--- src/rtl/irq_ack_dispatch.sv ---
`default_nettype none
// ============================================================================
//  Module   : irq_ack_dispatch
//  Purpose  : CPU-side responder for the interrupt controller. Accepts an
//             encoded interrupt index, pulses a one-hot acknowledge on the
//             originating line, waits out a fixed service window, then
//             pulses a one-hot end-of-interrupt on the same line. Masked
//             requests are consumed and counted as spurious.
//  Revision : 1.0 - initial release
// ============================================================================
module irq_ack_dispatch #(
    parameter int N_IRQ          = 4,
    parameter int ID_W           = $clog2(N_IRQ),
    parameter int SERVICE_CYCLES = 3,
    parameter int CNT_W          = 8
) (
    input  logic             clk,
    input  logic             rst_n,
    input  logic             irq_valid,
    input  logic [ID_W-1:0]  irq_id,
    output logic             irq_ready,
    input  logic [N_IRQ-1:0] mask,
    output logic [N_IRQ-1:0] ack,
    output logic             busy,
    output logic [ID_W-1:0]  active_id,
    output logic [N_IRQ-1:0] eoi,
    output logic [CNT_W-1:0] spurious_cnt
);

    // Service counter only needs to hold SERVICE_CYCLES-1; keep at least one bit.
    localparam int SVC_W = (SERVICE_CYCLES > 1) ? $clog2(SERVICE_CYCLES) : 1;

    localparam logic [SVC_W-1:0] c_svc_load = SVC_W'(SERVICE_CYCLES - 1);
    localparam logic [CNT_W-1:0] c_cnt_max  = {CNT_W{1'b1}};
    localparam logic [N_IRQ-1:0] c_line0    = {{(N_IRQ-1){1'b0}}, 1'b1};

    localparam logic [1:0] c_st_idle    = 2'd0;
    localparam logic [1:0] c_st_ack     = 2'd1;
    localparam logic [1:0] c_st_service = 2'd2;
    localparam logic [1:0] c_st_eoi     = 2'd3;

    logic [1:0]       r_state;
    logic [1:0]       w_state_nxt;
    logic [ID_W-1:0]  r_active_id;
    logic [SVC_W-1:0] r_svc_cnt;
    logic [CNT_W-1:0] r_spur_cnt;

    logic             w_accept;
    logic             w_masked;
    logic [N_IRQ-1:0] w_active_onehot;

    // A handshake can only happen in IDLE; the mask is looked at only then.
    assign w_accept        = irq_valid && (r_state == c_st_idle);
    assign w_masked        = mask[irq_id];
    assign w_active_onehot = c_line0 << r_active_id;

    // State register; reset aborts any interrupt in flight.
    always_ff @(posedge clk) begin
        if (!rst_n) begin
            r_state <= c_st_idle;
        end else begin
            r_state <= w_state_nxt;
        end
    end

    // Next-state logic: accept unmasked request, ack, serve, end-of-interrupt.
    always_comb begin
        w_state_nxt = r_state;
        case (r_state)
            c_st_idle: begin
                if (w_accept && !w_masked) begin
                    w_state_nxt = c_st_ack;
                end
            end
            c_st_ack: begin
                w_state_nxt = c_st_service;
            end
            c_st_service: begin
                if (r_svc_cnt == '0) begin
                    w_state_nxt = c_st_eoi;
                end
            end
            c_st_eoi: begin
                w_state_nxt = c_st_idle;
            end
            default: begin
                w_state_nxt = c_st_idle;
            end
        endcase
    end

    // Outputs decode purely from registered state, so irq_* never reaches ack/eoi combinationally.
    always_comb begin
        irq_ready = 1'b0;
        busy      = 1'b1;
        ack       = '0;
        eoi       = '0;
        case (r_state)
            c_st_idle: begin
                irq_ready = 1'b1;
                busy      = 1'b0;
            end
            c_st_ack: begin
                ack = w_active_onehot;
            end
            c_st_eoi: begin
                eoi = w_active_onehot;
            end
            default: begin
            end
        endcase
    end

    // Datapath: latch the accepted index, run the service countdown, count spurious requests.
    always_ff @(posedge clk) begin
        if (!rst_n) begin
            r_active_id <= '0;
            r_svc_cnt   <= '0;
            r_spur_cnt  <= '0;
        end else begin
            if (w_accept && !w_masked) begin
                r_active_id <= irq_id;
            end
            if (w_accept && w_masked && (r_spur_cnt != c_cnt_max)) begin
                r_spur_cnt <= r_spur_cnt + 1'b1;
            end
            if (r_state == c_st_ack) begin
                r_svc_cnt <= c_svc_load;
            end else if ((r_state == c_st_service) && (r_svc_cnt != '0)) begin
                r_svc_cnt <= r_svc_cnt - 1'b1;
            end
        end
    end

    assign active_id    = r_active_id;
    assign spurious_cnt = r_spur_cnt;

endmodule
`default_nettype wire

--- config.mk ---
export PLATFORM = sky130hd
export DESIGN_NAME = irq_ack_dispatch
export DESIGN_NICKNAME = d
export VERILOG_FILES = /design/src/rtl/irq_ack_dispatch.sv
export SDC_FILE = /design/constraint.sdc
export NUM_CORES = 1
export LEC_CHECK = 0
export BUFFER_PORTS_ARGS = -buffer_cell sky130_fd_sc_hd__buf_2
export CELL_PAD_IN_SITES_DETAIL_PLACEMENT = 1
export CELL_PAD_IN_SITES_GLOBAL_PLACEMENT = 2
export CORE_MARGIN = 2
export CORE_UTILIZATION = 27
export CTS_BUF_LIST = sky130_fd_sc_hd__clkbuf_8 sky130_fd_sc_hd__clkbuf_16
export CTS_CLUSTER_SIZE = 8
export DETAILED_ROUTE_END_ITERATION = 8
export GPL_TIMING_DRIVEN = 0
export PLACE_DENSITY_LB_ADDON = 0.1
export SETUP_SLACK_MARGIN = 0.05
export SKIP_LAST_GASP = 1
export SLEW_MARGIN = 20
export SYNTH_ARGS = -nofsm -noshare
export SYNTH_HDL_FRONTEND = slang
export SYNTH_SLANG_ARGS = --single-unit
--- constraint.sdc ---
create_clock -name clk -period 2.25 [get_ports clk]
set_clock_uncertainty 0.2 [all_clocks]
set_input_delay 0.1125 -clock clk [delete_from_list [all_inputs] [get_ports clk]]
set_output_delay 0.1125 -clock clk [all_outputs]
set_load 0.03 [all_outputs]
==> results.sh <==
export IMPL_synth_area_um2=825
export IMPL_num_vias=789
export IMPL_fin_crit_ns=2.01
export IMPL_hold_viol=0
export IMPL_clk_latency_ns=0.24
export IMPL_seq_area_frac_synth_pct=34.0
export IMPL_switchingPower_uw=403
export IMPL_wl_per_cell_um=13.1
export IMPL_p_per_area_nw_per_um2=915
export IMPL_ys_ff_latch=14
export IMPL_postRouteAntennaNets=0
export IMPL_p_int_uw=569
export IMPL_grt_overflow_total=0
export IMPL_cts_resized=0
export IMPL_ys_async_sr_fraction_pct=0
export IMPL_hold_path_class="in -> reg"
export IMPL_yosys_warnings=0
export IMPL_cp_arrival_ns=1.97
export IMPL_startpoint_type="primary input"
export IMPL_place_inst=156
export IMPL_postCtsSetupBuffers=0
export IMPL_r2r_setup_slack_ns=0.34
export IMPL_antenna_found_initial=0
export IMPL_die_h_um=59.3
export IMPL_clockRootBuffer="clkbuf_8"
export IMPL_min_from="rst_n"
export IMPL_synth_top_cell_area_share_pct=34.0
export IMPL_synth_ff_type="dfxtp_1"
export IMPL_p_sw_share_pct=41.5
export IMPL_status="completed"
export IMPL_grt_pass1_vias=805
export IMPL_drive_gt1_share_pct=26.6
export IMPL_grt_pass1_wl_um=3600
export IMPL_htree_levels=1
export IMPL_setup_viol=0
export IMPL_peakVddDrop_uv=506
export IMPL_required_ns=2.21
export IMPL_core_area_um2=2980
export IMPL_cts_sinks=14
export IMPL_synthDistinctLibCells=31
export IMPL_avgViaCountPerCell=4.90
export IMPL_layout_commonest_cell="buf_2"
export IMPL_std_cell_rows=20
export IMPL_syn_nets=112
export IMPL_dr_pass1_iters=3
export IMPL_synth_largest_area_cell="dfxtp_1"
export IMPL_critPathKind="in -> reg"
export IMPL_die_x_um=59.3
export IMPL_slew_viol_final=0
export IMPL_synthTopCellsByArea="dfxtp_1, ha_1, nand2_1, nand3_1, o21ai_0"
export IMPL_routabilityCongestion=0.703
export IMPL_cap_violations=0
export IMPL_drc=0
export IMPL_ff2ff_path_depth=7
export IMPL_die_area_um2=3510
export IMPL_crit_path_end_kind="register"
export IMPL_worstMarginPinSlew_ns=0.456
export IMPL_fin_cells=161
export IMPL_path_max_fanout=10
export IMPL_wl_um=2110
export IMPL_cts_max_path_buffers=2
export IMPL_antenna_cells=0
export IMPL_hold_end="spurious_cnt[1]"
export IMPL_power_frac_seq_pct=32.3
export IMPL_synth_edff_count=0
export IMPL_finalPower_uw=972
export IMPL_fin_util_pct=35.7
export IMPL_reg2reg_to="spurious_cnt[4]"
export IMPL_syn_inst=96
export IMPL_drtIter0Drc=29
export IMPL_path_clk_slew_ns=0.06
export IMPL_fin_crit_sh_pct=89.5
export IMPL_max_slew_margin_pct=69.6
export IMPL_tns_ns=0
export IMPL_postCtsHoldBufs=2
export IMPL_gr_usage_all_layers_pct=13.7
export IMPL_ios=29
export IMPL_hold_depth=3
export IMPL_fin_nets=146
export IMPL_grt_max_degree=11
export IMPL_dp_hpwl_um=1630
export IMPL_start_util_pct=27.7
export IMPL_rsz0062_at_grt="no"
export IMPL_max_freq_mhz=497
export IMPL_p_clk_share_pct=20.8
export IMPL_rr_startpoint="r_state[0]"
export IMPL_p_leak_uw=0.000479
export IMPL_io_buffers=27
export IMPL_cts_buffers_inserted=3
export IMPL_synth_avg_cell_area_um2=8.59
export IMPL_cts_tree="yes"
export IMPL_pwr_share_comb_pct=46.9
export IMPL_area_delta_synth_final_pct=28.8
export IMPL_final_cell_mix="buf_2, dfxtp_1, nand2_1"
==> power by group through the flow <==
stage | combinational (µW) | clock (µW) | sequential (µW)
global placement | 448 | 0 | 318
finish | 456 | 202 | 314
floorplan | 325 | 0 | 334
detailed placement | 461 | 0 | 320
CTS | 465 | 216 | 315
global route | 511 | 223 | 321
==> cell families (layout without fill, tap and decap cells) <==
family	after synthesis	in the layout	synth area share, %
adders and majority gates	7	7	10.6
DFF	14	14	34.0
buffers and inverters	12	44	6.37
muxes	2	2	3.95
AOI/OAI and AO/OA	20	20	16.8
xor gates and xnor gates	3	3	3.19
and+or+nand+nor	38	38	25.0
==> per-stage QoR <==
stage               hold WS [ns]  setup slack, ns  instance area, µm²
floorplan                 0.0429            0.237                 825
global placement           0.160            0.373                1000
detailed placement         0.166            0.322                1000
CTS                       0.0951            0.229                1060
global route               0.142            0.124                1060
finish                    0.0920            0.237                1060
==> cells in the mapped netlist (3+ instances only) <==
cell,count
nor3b_1,3
clkbuf_1,4
o31ai_1,3
nor2_1,5
nand3_1,6
dfxtp_1,14
xnor2_1,3
o21ai_0,6
nand2_1,9
inv_1,7
ha_1,7
==> worst max-delay path, cell delays in order <==
cell and delay [ns]:
dlygate4sd3_1 0.53, buf_2 0.14, mux4_2 0.40, o211ai_2 0.12
buf_6 0.15, or3_1 0.34, a21boi_0 0.19
==> flip-flops by register name (all words and copies together), names as in the netlist <==
| register | flops |
|---|---|
| r_state | 2 |
| active_id | 2 |
| r_svc_cnt | 2 |
| spurious_cnt | 8 |
==> cell type report <==
cell class	instances	area, µm²
Sequential cell	14	280
Tap cell	33	41.3
Clock buffer	3	41.3
Multi-Input combinational cell	70	492
Buffer	5	26.3
Fill cell	379	1920
Timing Repair Buffer	29	155
Inverter	7	26.3
==> layer usage <==
metal	wire length (µm)	GRT usage, %	vias up	part of all wire, %
met5	0	0	-	0
li1	-	-	403	-
met4	33	7.14	0	1.6
met1	944	16.0	365	45
met3	93	2.84	4	4.4
met2	1040	23.4	17	49
==> worst max path at each step <==
stage	startpoint	to	slack, ns
floorplan	r_state[0]	spurious_cnt[5]	0.24
global placement	r_state[1]	spurious_cnt[5]	0.37
detailed placement	r_state[0]	spurious_cnt[4]	0.32
CTS	irq_id[0]	spurious_cnt[4]	0.23
global route	irq_id[0]	spurious_cnt[5]	0.12
finish	irq_id[0]	spurious_cnt[4]	0.24
Power figures use the tool's default switching activity.
